==> src/rtl/video_pkg.sv <==
// rtl/video_pkg.sv - shared mode, scancode and parser-state definitions
package video_pkg;

    localparam logic [1:0] MODE_COLOR = 2'b00;
    localparam logic [1:0] MODE_GREEN = 2'b01;
    localparam logic [1:0] MODE_AMBER = 2'b10;
    localparam logic [1:0] MODE_BW    = 2'b11;

    localparam logic [7:0] SC_EXT    = 8'hE0;
    localparam logic [7:0] SC_BREAK  = 8'hF0;
    localparam logic [7:0] SC_SCROLL = 8'h7E;

    typedef enum logic [1:0] {
        PS_IDLE    = 2'b00,
        PS_EXT     = 2'b01,
        PS_EXT_BRK = 2'b10,
        PS_BRK     = 2'b11
    } ps2_state_t;

    // Hotkey cycles colour -> green -> amber -> b/w -> colour.
    function automatic logic [1:0] next_mode(input logic [1:0] mode);
        return mode + 2'd1;
    endfunction

endpackage

==> src/rtl/ps2_hotkey_detect.sv <==
// rtl/ps2_hotkey_detect.sv - set-2 scancode parser emitting one pulse per hotkey press
module ps2_hotkey_detect
    import video_pkg::*;
#(
    parameter logic [7:0] HOTKEY_CODE = SC_SCROLL
) (
    input  logic       clk,
    input  logic       rst,
    input  logic       kbd_valid,
    input  logic [7:0] kbd_code,
    output logic       hotkey_make
);

    ps2_state_t state;
    ps2_state_t state_next;
    logic       key_held;
    logic       key_held_next;

    // Parser state and held-key flag; key_held suppresses typematic repeats.
    always_ff @(posedge clk or posedge rst) begin
        if (rst) begin
            state    <= PS_IDLE;
            key_held <= 1'b0;
        end else begin
            state    <= state_next;
            key_held <= key_held_next;
        end
    end

    // Next-state decode; only advances on a received byte.
    always_comb begin
        state_next    = state;
        key_held_next = key_held;
        hotkey_make   = 1'b0;
        if (kbd_valid) begin
            case (state)
                PS_IDLE: begin
                    if (kbd_code == SC_EXT) begin
                        state_next = PS_EXT;
                    end else if (kbd_code == SC_BREAK) begin
                        state_next = PS_BRK;
                    end else if (kbd_code == HOTKEY_CODE) begin
                        // Extended prefixes never reach here, so E0-prefixed
                        // codes sharing the hotkey byte cannot trigger.
                        state_next = PS_IDLE;
                        if (!key_held) begin
                            key_held_next = 1'b1;
                            hotkey_make   = 1'b1;
                        end
                    end else begin
                        state_next = PS_IDLE;
                    end
                end
                PS_EXT: begin
                    if (kbd_code == SC_BREAK) begin
                        state_next = PS_EXT_BRK;
                    end else begin
                        state_next = PS_IDLE;
                    end
                end
                PS_EXT_BRK: begin
                    state_next = PS_IDLE;
                end
                PS_BRK: begin
                    if (kbd_code == HOTKEY_CODE) begin
                        key_held_next = 1'b0;
                    end
                    state_next = PS_IDLE;
                end
                default: begin
                    state_next = PS_IDLE;
                end
            endcase
        end
    end

endmodule

==> src/rtl/video_mono_mode_ctrl.sv <==
// rtl/video_mono_mode_ctrl.sv - monochrome mode select with vsync-aligned commit
module video_mono_mode_ctrl
    import video_pkg::*;
#(
    parameter logic [7:0] HOTKEY_CODE      = SC_SCROLL,
    parameter bit         VSYNC_ACTIVE_LOW = 1'b1,
    parameter logic [1:0] RESET_MODE       = MODE_COLOR
) (
    input  logic       clk_vga,
    input  logic       rst,
    input  logic       kbd_valid,
    input  logic [7:0] kbd_code,
    input  logic       io_we,
    input  logic [1:0] io_wdata,
    output logic [1:0] io_rdata,
    input  logic       vga_vsync,
    output logic [1:0] monochrome_switcher,
    output logic       mode_pending
);

    localparam logic VSYNC_INACTIVE = VSYNC_ACTIVE_LOW ? 1'b1 : 1'b0;

    logic       hotkey_make;
    logic       vsync_q;
    logic [1:0] requested;
    logic       req_event;
    logic [1:0] req_value;
    logic       commit;

    ps2_hotkey_detect #(
        .HOTKEY_CODE (HOTKEY_CODE)
    ) u_hotkey (
        .clk         (clk_vga),
        .rst         (rst),
        .kbd_valid   (kbd_valid),
        .kbd_code    (kbd_code),
        .hotkey_make (hotkey_make)
    );

    // Request source arbitration (CPU write beats hotkey) and active vsync edge.
    always_comb begin
        req_event = io_we | hotkey_make;
        req_value = requested;
        if (io_we) begin
            req_value = io_wdata;
        end else if (hotkey_make) begin
            // Based on requested so presses before a commit accumulate.
            req_value = next_mode(requested);
        end
        if (VSYNC_ACTIVE_LOW) begin
            commit = vsync_q & ~vga_vsync;
        end else begin
            commit = ~vsync_q & vga_vsync;
        end
    end

    // Request, pending and commit registers.
    always_ff @(posedge clk_vga or posedge rst) begin
        if (rst) begin
            vsync_q             <= VSYNC_INACTIVE;
            requested           <= RESET_MODE;
            monochrome_switcher <= RESET_MODE;
            mode_pending        <= 1'b0;
        end else begin
            vsync_q <= vga_vsync;
            if (req_event) begin
                requested <= req_value;
            end
            if (commit) begin
                // Commit the value requested before this cycle; a request on
                // the edge cycle waits for the next frame.
                monochrome_switcher <= requested;
                mode_pending        <= req_event && (req_value != requested);
            end else if (req_event) begin
                mode_pending <= (req_value != monochrome_switcher);
            end
        end
    end

    assign io_rdata = monochrome_switcher;

endmodule

==> config.mk <==
export PLATFORM = sky130hd
export DESIGN_NAME = video_mono_mode_ctrl
export DESIGN_NICKNAME = d
export VERILOG_FILES = /design/src/rtl/video_pkg.sv /design/src/rtl/ps2_hotkey_detect.sv /design/src/rtl/video_mono_mode_ctrl.sv
export SDC_FILE = /design/constraint.sdc
export NUM_CORES = 1
export LEC_CHECK = 0
export CORE_AREA = 2 2 39 41
export DETAILED_ROUTE_END_ITERATION = 8
export DIE_AREA = 0 0 41 43
export GPL_ROUTABILITY_DRIVEN = 0
export GPL_TIMING_DRIVEN = 0
export HOLD_SLACK_MARGIN = 0.06
export PLACE_DENSITY = 0.77
export RECOVER_POWER = 50
export SLEW_MARGIN = 10
export SYNTH_ARGS = -nofsm -noshare
export SYNTH_HDL_FRONTEND = slang
export SYNTH_SLANG_ARGS = --single-unit
==> constraint.sdc <==
create_clock -name clk_vga -period 3.3 [get_ports clk_vga]
set_clock_uncertainty 0.05 [all_clocks]
set_input_delay 0.66 -clock clk_vga [delete_from_list [all_inputs] [get_ports clk_vga]]
set_output_delay 0.66 -clock clk_vga [all_outputs]
set_load 0.01 [all_outputs]
## Word level (Yosys, flattened, before mapping)

Index checks and enable logic that the tools add are counted.

- Flip-flop bits (word level): 9
- Bits in latches: 0
- Memory bits (writable): 0
- ROM bits: 0
- Input port bits: 15
- Memories: 0

- Add/sub/neg operators: 1
- Multiply operators: 0
- Divide/modulo/power cells: 0
- Magnitude comparators: 0
- Equality and inequality tests: 12
- Shift-type cells: 0
- Mux-type cells: 19
- Bitwise logic cells: 3
- Reduce and logical (&&, ||, !) cells: 6

Operator list:

| operator | number |
|---|---|
| $eq A8 B8 Y1 const B | 2 |
| $mux W1 | 12 |
| $mux W2 | 5 |
| $eq A8 B7 Y1 const B | 1 |
| $pmux W2 S3 | 1 |
| $reduce_and A6 Y1 | 1 |
| $eq A2 B2 Y1 const B | 2 |
| $ne A2 B1 Y1 const B | 2 |
| $ne A2 B2 Y1 | 2 |
| $ne A2 B2 Y1 const B | 2 |
| $reduce_bool A2 Y1 | 2 |
| $add A2 B1 Y2 const B | 1 |
| $eq A2 B1 Y1 const B | 1 |
| $logic_not A2 Y1 | 1 |
| $pmux W1 S2 | 1 |
| $reduce_or A2 Y1 | 1 |
| $and A1 B1 Y1 | 1 |
| $logic_and A1 B1 Y1 | 1 |
| $not A1 Y1 | 1 |
| $or A1 B1 Y1 | 1 |

## Longest topological paths before layout

Gate-level depths: netlist of the first run.

- Depth after elaboration: 11
- Depth in mapped cells: 8
- Gate-level depth less buffers: 7

## Hierarchy

From an unflattened synthesis of the first run, not the netlist that was laid out.

- Cell total of the unflattened synthesis: 46
- Area total of the unflattened synthesis: 504.2 µm²

By module, submodules not included:

| module | times used | cells an instance | area each (µm²) |
|---|---|---|---|
| video_mono_mode_ctrl | 1 | 25 | 290.3 |
| ps2_hotkey_detect | 1 | 21 | 214.0 |

## Worst setup path before layout of the first run

OpenSTA, ideal clock, no wires.

- Path kind: input to register
- Start: input kbd_code[7]
- End: register mode_pending
- Setup time: 0.082 ns
- Arrival: 1.685 ns
- Setup slack: 1.484 ns
- Stages: 6
- Path buffers: 1
- Path through: and2b_1 > and4_1 > buf_6 > nor3b_1 > o32a_1 > a31oi_1

- Word-level cells in the longest chain between the ends: 11
- Elaborated cells on any way between the ends: 17

RTL lines:

| element | RTL line | RTL |
|---|---|---|
| start, declared | video_mono_mode_ctrl.sv:12 | `input logic [7:0] kbd_code,` |
| $eq A8 B7 Y1 | ps2_hotkey_detect.sv:42 | `end else if (kbd_code == HOTKEY_CODE) begin` |
| $mux W1 | ps2_hotkey_detect.sv:42 |  |
| $mux W1 | ps2_hotkey_detect.sv:40 | `end else if (kbd_code == SC_BREAK) begin` |
| $mux W1 (*) | ps2_hotkey_detect.sv:38 | `if (kbd_code == SC_EXT) begin` |
| $mux W1 (*) | ps2_hotkey_detect.sv:36 | `case (state)` |
| $mux W1 (*) | ps2_hotkey_detect.sv:35 | `if (kbd_valid) begin` |
| $mux W2 | video_mono_mode_ctrl.sv:46 | `end else if (hotkey_make) begin` |
| $mux W2 | video_mono_mode_ctrl.sv:44 | `if (io_we) begin` |
| $ne A2 B2 Y1, on equally long branches | video_mono_mode_ctrl.sv:75, video_mono_mode_ctrl.sv:73 |  |
| $mux W1 / $logic_and A1 B1 Y1 (equally long branches) | video_mono_mode_ctrl.sv:74, video_mono_mode_ctrl.sv:73 |  |
| $mux W1 | video_mono_mode_ctrl.sv:69 | `if (commit) begin` |
| end signal, assigned | video_mono_mode_ctrl.sv:73 | `mode_pending <= req_event && (req_value != requested);` |
| end signal, assigned | video_mono_mode_ctrl.sv:75 | `mode_pending <= (req_value != monochrome_switcher);` |
| end, declared | video_mono_mode_ctrl.sv:18 | `output logic mode_pending` |

Mark *: on every way between the ends. The rest lies on a longest branch, timed or not. The select of a mux whose other input is x is not followed.
A chain may end at the register's enable or synchronous reset.

## Final worst setup path of the first run

- Start: input kbd_code[3]
- End: register mode_pending

The elaborated chain is that of the path after synthesis.

==> results of run 1 <==
-- worst paths after layout --
path	startpoint	endpoint	slack, ns
worst min-delay path	u_hotkey.key_held	u_hotkey.key_held	0.47
min in group asynchronous	rst	u_hotkey.state[0]	0.74
max in group asynchronous	rst	vsync_q	2.17
worst max register to register	u_hotkey.state[0]	mode_pending	1.44
worst max-delay path	kbd_code[3]	mode_pending	1.13
worst min register to register	u_hotkey.key_held	u_hotkey.key_held	0.47
-- flip-flops by register name, indices dropped and copies added (netlist names) --
name               count
u_hotkey.state         2
u_hotkey.key_held      1
vsync_q                1
requested              2
mode_pending           1
io_rdata               2
-- cell type report --
type | count | area (um2)
multi-input combinational | 40 | 300
inverter | 5 | 18.8
tap | 16 | 20.0
clock buffer | 4 | 26.3
buffer | 4 | 30.0
fill | 127 | 582
timing repair buffer | 18 | 180
sequential | 9 | 226
-- cell families after synthesis --
logic type / synth area share
and+or+nand+nor: 0.207
AOI/OAI and AO/OA: 0.146
buffers and inverters: 0.0848
DFF: 0.393
adders and majority gates: 0.0870
xor gates and xnor gates: 0.0457
muxes: 0.0370
-- per-stage QoR --
step | std cells | area (um2) | hold WS [ns]
after floorplan | 58 | 576 | 0.404
after global placement | 92 | 776 | 0.430
after detailed placement | 92 | 776 | 0.449
after CTS | 96 | 802 | 0.468
after global routing | 96 | 802 | 0.534
final | 96 | 802 | 0.466
-- layout by cell type (no fill, tap or decap) --
master            n
a211o_1           1
mux2i_1           1
a211oi_1          1
and3b_1           2
and4_1            1
clkbuf_4          3
or2b_1            1
and2_1            1
clkdlybuf4s50_1  15
nand2_1           3
inv_1             5
o21ai_0           5
nand3_1           1
o32a_1            1
nand2b_1          2
nand4_1           1
buf_6             1
clkbuf_1          2
mux2_2            1
and3_1            1
nor2_1            1
a31oi_1           2
dlygate4sd3_1     3
o22ai_1           2
ha_1              4
buf_4             2
and2b_1           1
and4b_1           1
nor3b_1           1
nor4b_1           1
o21bai_1          1
dfstp_2           1
dfrtp_1           8
xor2_1            2
xnor2_1           1
-- tightest hold or removal path: cells and delay by family, from the launching register on --
family	cells	cell delay (ns)
flip-flops	1	0.34
AO/OA/AOI/OAI	1	0.09
AND/OR/NAND/NOR	1	0.06
-- metal layers --
metal,vias to the layer above,GRT usage
met5,-,0
met4,0,0.0600
met3,0,0.0471
met2,17,0.225
met1,219,0.150
li1,246,-
-- power by group through the flow --
stage / combinational (W) / clock [W] / sequential (W)
floorplan: 0.0000363 / 0 / 0.000136
global placement: 0.0000822 / 0 / 0.000133
detailed placement: 0.0000837 / 0 / 0.000134
CTS: 0.0000837 / 0.0000857 / 0.000132
global route: 0.0000905 / 0.0000912 / 0.000133
finish: 0.0000817 / 0.0000823 / 0.000132
==> impl_metrics.yaml, run 1 <==
status:
  outcome: "complete, no violations"
layout:
  final_util: 0.580
  drive_gt1_frac: 0.100
  syn2layout_area_growth_pct: 39.3
  antennaDiodeCount: 0
  final_nets: 100
logic_synthesis:
  synth_fp_nets: 77
  synth_top_cell_area_share: 0.348
  synth.distinct_cells: 32
  synth_area_leader_cell: "dfrtp_1"
  ys_top_cells_by_count: "dfrtp_1, inv_1, o21ai_0, ha_1, nand2_1"
  synthFlopType: "dfrtp_1"
  avgSynthCellArea_um2: 9.92
  synth_most_common_cell: "dfrtp_1"
  syn_area_um2: 576
  ys_seq_area_frac: 0.393
  synth_area_leaders: "dfrtp_1, ha_1, dfstp_2, o21ai_0, inv_1"
  yosysWarningCount: 0
  syn-instance-count: 58
  async_reset_ff_frac: 1.00
  synth_edf_count: 0
  ys_seq_elements: 9
worst_setup_path:
  worstSetupPathDepth: 7
  cpPeakStageDelay_ns: 0.56
  worstPathMaxFanout: 6
  critPathArrivalTime_ns: 2.29
  r2r_cells: 8
  crit_required_ns: 3.42
  cp_num_buf_inv: 2
  end_kind: "flip-flop"
  cpLargestDelayFamily: "buffers and inverters"
  critPathSlowestCell: "dlygate4sd3_1"
  path_class: "in2reg"
  startpoint_type: "input pin"
  crit_chain: "dlygate4sd3_1 -> and3_1 -> and4_1 -> buf_6 -> nor3b_1 -> o32a_1 -> a31oi_1"
sta:
  tightest_slew_ns: 0.325
  slew_viol_final: 0
  min_period_ns: 2.17
  fmax_mhz: 461
  fin_setup_tns_ns: 0
  timing.slew.headroom: 0.783
  finalWorstSetupSlack_ns: 1.13
  hold_viol: 0
  final-setup-viol-count: 0
  rsz0062_at_grt: "false"
  post-route-period-util: 0.658
pwr:
  switching_share: 0.251
  pwr-share-seq: 0.446
  leakage_nw: 0.363
  p_total_w: 0.000296
  powerDensity_nw_per_um2: 369
  intPower_w: 0.000222
  ir_drop_mv: 0.190
  netSwitchingPower_w: 0.0000743
  p_clk_frac: 0.278
  combPwrFrac: 0.276
die:
  die_w_um: 41
  fp.dieH_um: 43
  dieArea_um2: 1760
  core_area_um2: 1380
  initial_core_util: 0.416
  io_pins: 20
  rows: 14
place:
  io_buffers: 18
  place_ws_ns: 0.942
  dpl.hpwl_um: 822
clocking:
  cts.sinks: 9
  post_cts.repair.setup_buffers: 0
  cts_resized: 0
  clk_pin_slew_ns: 0.06
  cts.htree.levels: 1
  worstSkewPairLatency_ns: 0.25
  root_buffer: "clkbuf_4"
  cts_buffers: 3
  cts_hold_buf: 0
  cts_tree: "done"
  clockBufferDepth: 2
drt:
  wl_met2_um: 497
  vias: 482
  totalWireLength_um: 961
  drc_errors: 0
  wl_met1_um: 392
  dr_wl_met3_um: 71
  wl_per_cell_um: 10.0
  drtPass1Iterations: 2
  drt_iter0_drc: 2
  topRoutingLayerUsed: "met3"
  vias_per_cell: 5.02
  ant_nets: 0
hold_path:
  hold_class: "reg2reg"
  hold_path_depth: 2
grt:
  grtUsageTotal: 0.137
  grt_max_degree: 10
  grt_pass1_wl_mm: 1.66
  antenna_found_initial: 0
  overflow: 0
  grt_pass1_vias: 448
flow_run:
  cap_violations: 0
Power figures use the tool's default switching activity.
==> run 2, diff against run 1 <==
Settings changed: CORE_AREA 2 2 39 41 to unset, CORE_UTILIZATION set to 42, DIE_AREA 0 0 41 43 to unset, PLACE_DENSITY 0.77 to 0.75.
Clock period 3.3 ns to 2.05 ns, I/O delays scaled along.
==> impl_metrics.yaml, run 2 (synthesis results as in run 1) <==
pwr:
  powerDensity_nw_per_um2: 608
  p_total_w: 0.000486
  ir_drop_mv: 0.382
  leakage_nw: 0.363
worst_setup_path:
  worstSetupPathDepth: 7
  crit_chain: "clkdlybuf4s50_1 -> and3b_1 -> and4_1 -> buf_6 -> nor3b_1 -> o32a_1 -> a31oi_1"
  worstSetupStartpoint: "kbd_valid"
  end_kind: "flip-flop"
  path_class: "in2reg"
  endpoint: "mode_pending"
  r2r-start: "u_hotkey.state[0]"
  r2r_cells: 8
  r2r_slack_ns: 0.21
  worstPathMaxFanout: 6
  startpoint_type: "input pin"
  cp_num_buf_inv: 2
  cpPeakStageDelay_ns: 0.47
  cpLargestDelayFamily: "buffers and inverters"
  timing.rr.end: "mode_pending"
  critPathArrivalTime_ns: 1.98
  crit_required_ns: 2.19
  critPathSlowestCell: "clkdlybuf4s50_1"
clocking:
  cts_buffers: 3
  clk_pin_slew_ns: 0.06
  root_buffer: "clkbuf_4"
  clockBufferDepth: 2
  cts.sinks: 9
  cts_hold_buf: 0
  cts.htree.levels: 1
  post_cts.repair.setup_buffers: 0
  cts_tree: "done"
  worstSkewPairLatency_ns: 0.26
  cts_resized: 0
layout:
  fillCellCount: 109
  layout.cells.non_filler: 94
  antennaDiodeCount: 0
  final_nets: 100
  layout_commonest_cell: "clkdlybuf4s50_1"
  syn2layout_area_growth_pct: 38.9
  mostFrequentLayoutCells: "clkdlybuf4s50_1, dfrtp_1, inv_1, o21ai_0, ha_1"
  drive_gt1_frac: 0.0875
grt:
  antenna_found_initial: 0
  grtUsageTotal: 0.192
  overflow: 0
  grt_max_degree: 10
  grt_pass1_wl_mm: 1.90
  grt_pass1_vias: 469
sta:
  min_period_ns: 1.85
  slew_viol_final: 0
  tightest_slew_ns: 0.343
  timing.slew.headroom: 0.771
  final-setup-viol-count: 0
  fmax_mhz: 541
  hold_viol: 0
  post-route-period-util: 0.901
  finalWorstSetupSlack_ns: 0.203
  rsz0062_at_grt: "false"
die:
  die_w_um: 39.0
  dieArea_um2: 1520
  initial_core_util: 0.485
  core_area_um2: 1190
  fp.dieH_um: 39.0
  io_pins: 20
  rows: 12
place:
  io_buffers: 18
  dpl.hpwl_um: 901
  place_ws_ns: -0.0629
  dp_cells: 90
hold_path:
  hold_class: "reg2reg"
drt:
  vias: 496
  drc_errors: 0
  ant_nets: 0
  drt_iter0_drc: 8
  wl_per_cell_um: 11.8
  vias_per_cell: 5.28
  totalWireLength_mm: 1.11
  drtPass1Iterations: 4
status:
  outcome: "complete, no violations"
flow_run:
  cap_violations: 0
## run 2: per-layer routing
| layer | global-route usage | routed length [um] |
|---|---|---|
| met3 | 0.0520 | 57 |
| met2 | 0.279 | 460 |
| met1 | 0.254 | 566 |
| met5 | 0 | 0 |
| met4 | 0.103 | 24 |
## run 2: worst min path at each step
| stage | from | to | cells past startpoint |
|---|---|---|---|
| after floorplan | rst | io_rdata[0] | 1 |
| after global placement | u_hotkey.key_held | u_hotkey.key_held | 2 |
| after detailed placement | u_hotkey.key_held | u_hotkey.key_held | 2 |
| after CTS | rst | io_rdata[1] | 2 |
| after global routing | u_hotkey.key_held | u_hotkey.key_held | 2 |
| final | u_hotkey.key_held | u_hotkey.key_held | 2 |
## run 2: stage by stage
| stage | hold slack (ns) | cell area (um2) | setup TNS (ns) | util |
|---|---|---|---|---|
| 2_1_floorplan | 0.187 | 576 | 0 | - |
| 3_3_place_gp | 0.426 | 773 | -0.0617 | 0.652 |
| 3_5_place_dp | 0.437 | 773 | -0.0629 | 0.652 |
| 4_1_cts | 0.369 | 800 | 0 | 0.674 |
| 5_1_grt | 0.486 | 800 | 0 | 0.674 |
| 6_report | 0.445 | 800 | 0 | 0.674 |
## run 2: layout make-up
type | count | area [um2] | share of cell area
repair buffers | 18 | 180 | 0.225
clock buffers | 4 | 26.3 | 0.0329
plain buffers | 4 | 30.0 | 0.0376
multi-input cells | 40 | 300 | 0.376
well taps | 14 | 17.5 | 0.0219
inverters | 5 | 18.8 | 0.0235
flip-flops and latches | 9 | 226 | 0.283
## run 2: power by group
part	leakage (nW)	internal, W	switching, W
clock	0.0150	0.0000752	0.0000665
sequential	0.109	0.000198	0.0000149
combinational	0.239	0.0000836	0.0000484
## run 2: tightest hold or removal path, stage by stage (launching register included)
cell and delay [ns]:
dfrtp_1 0.33, o21ai_0 0.08, nand2_1 0.05
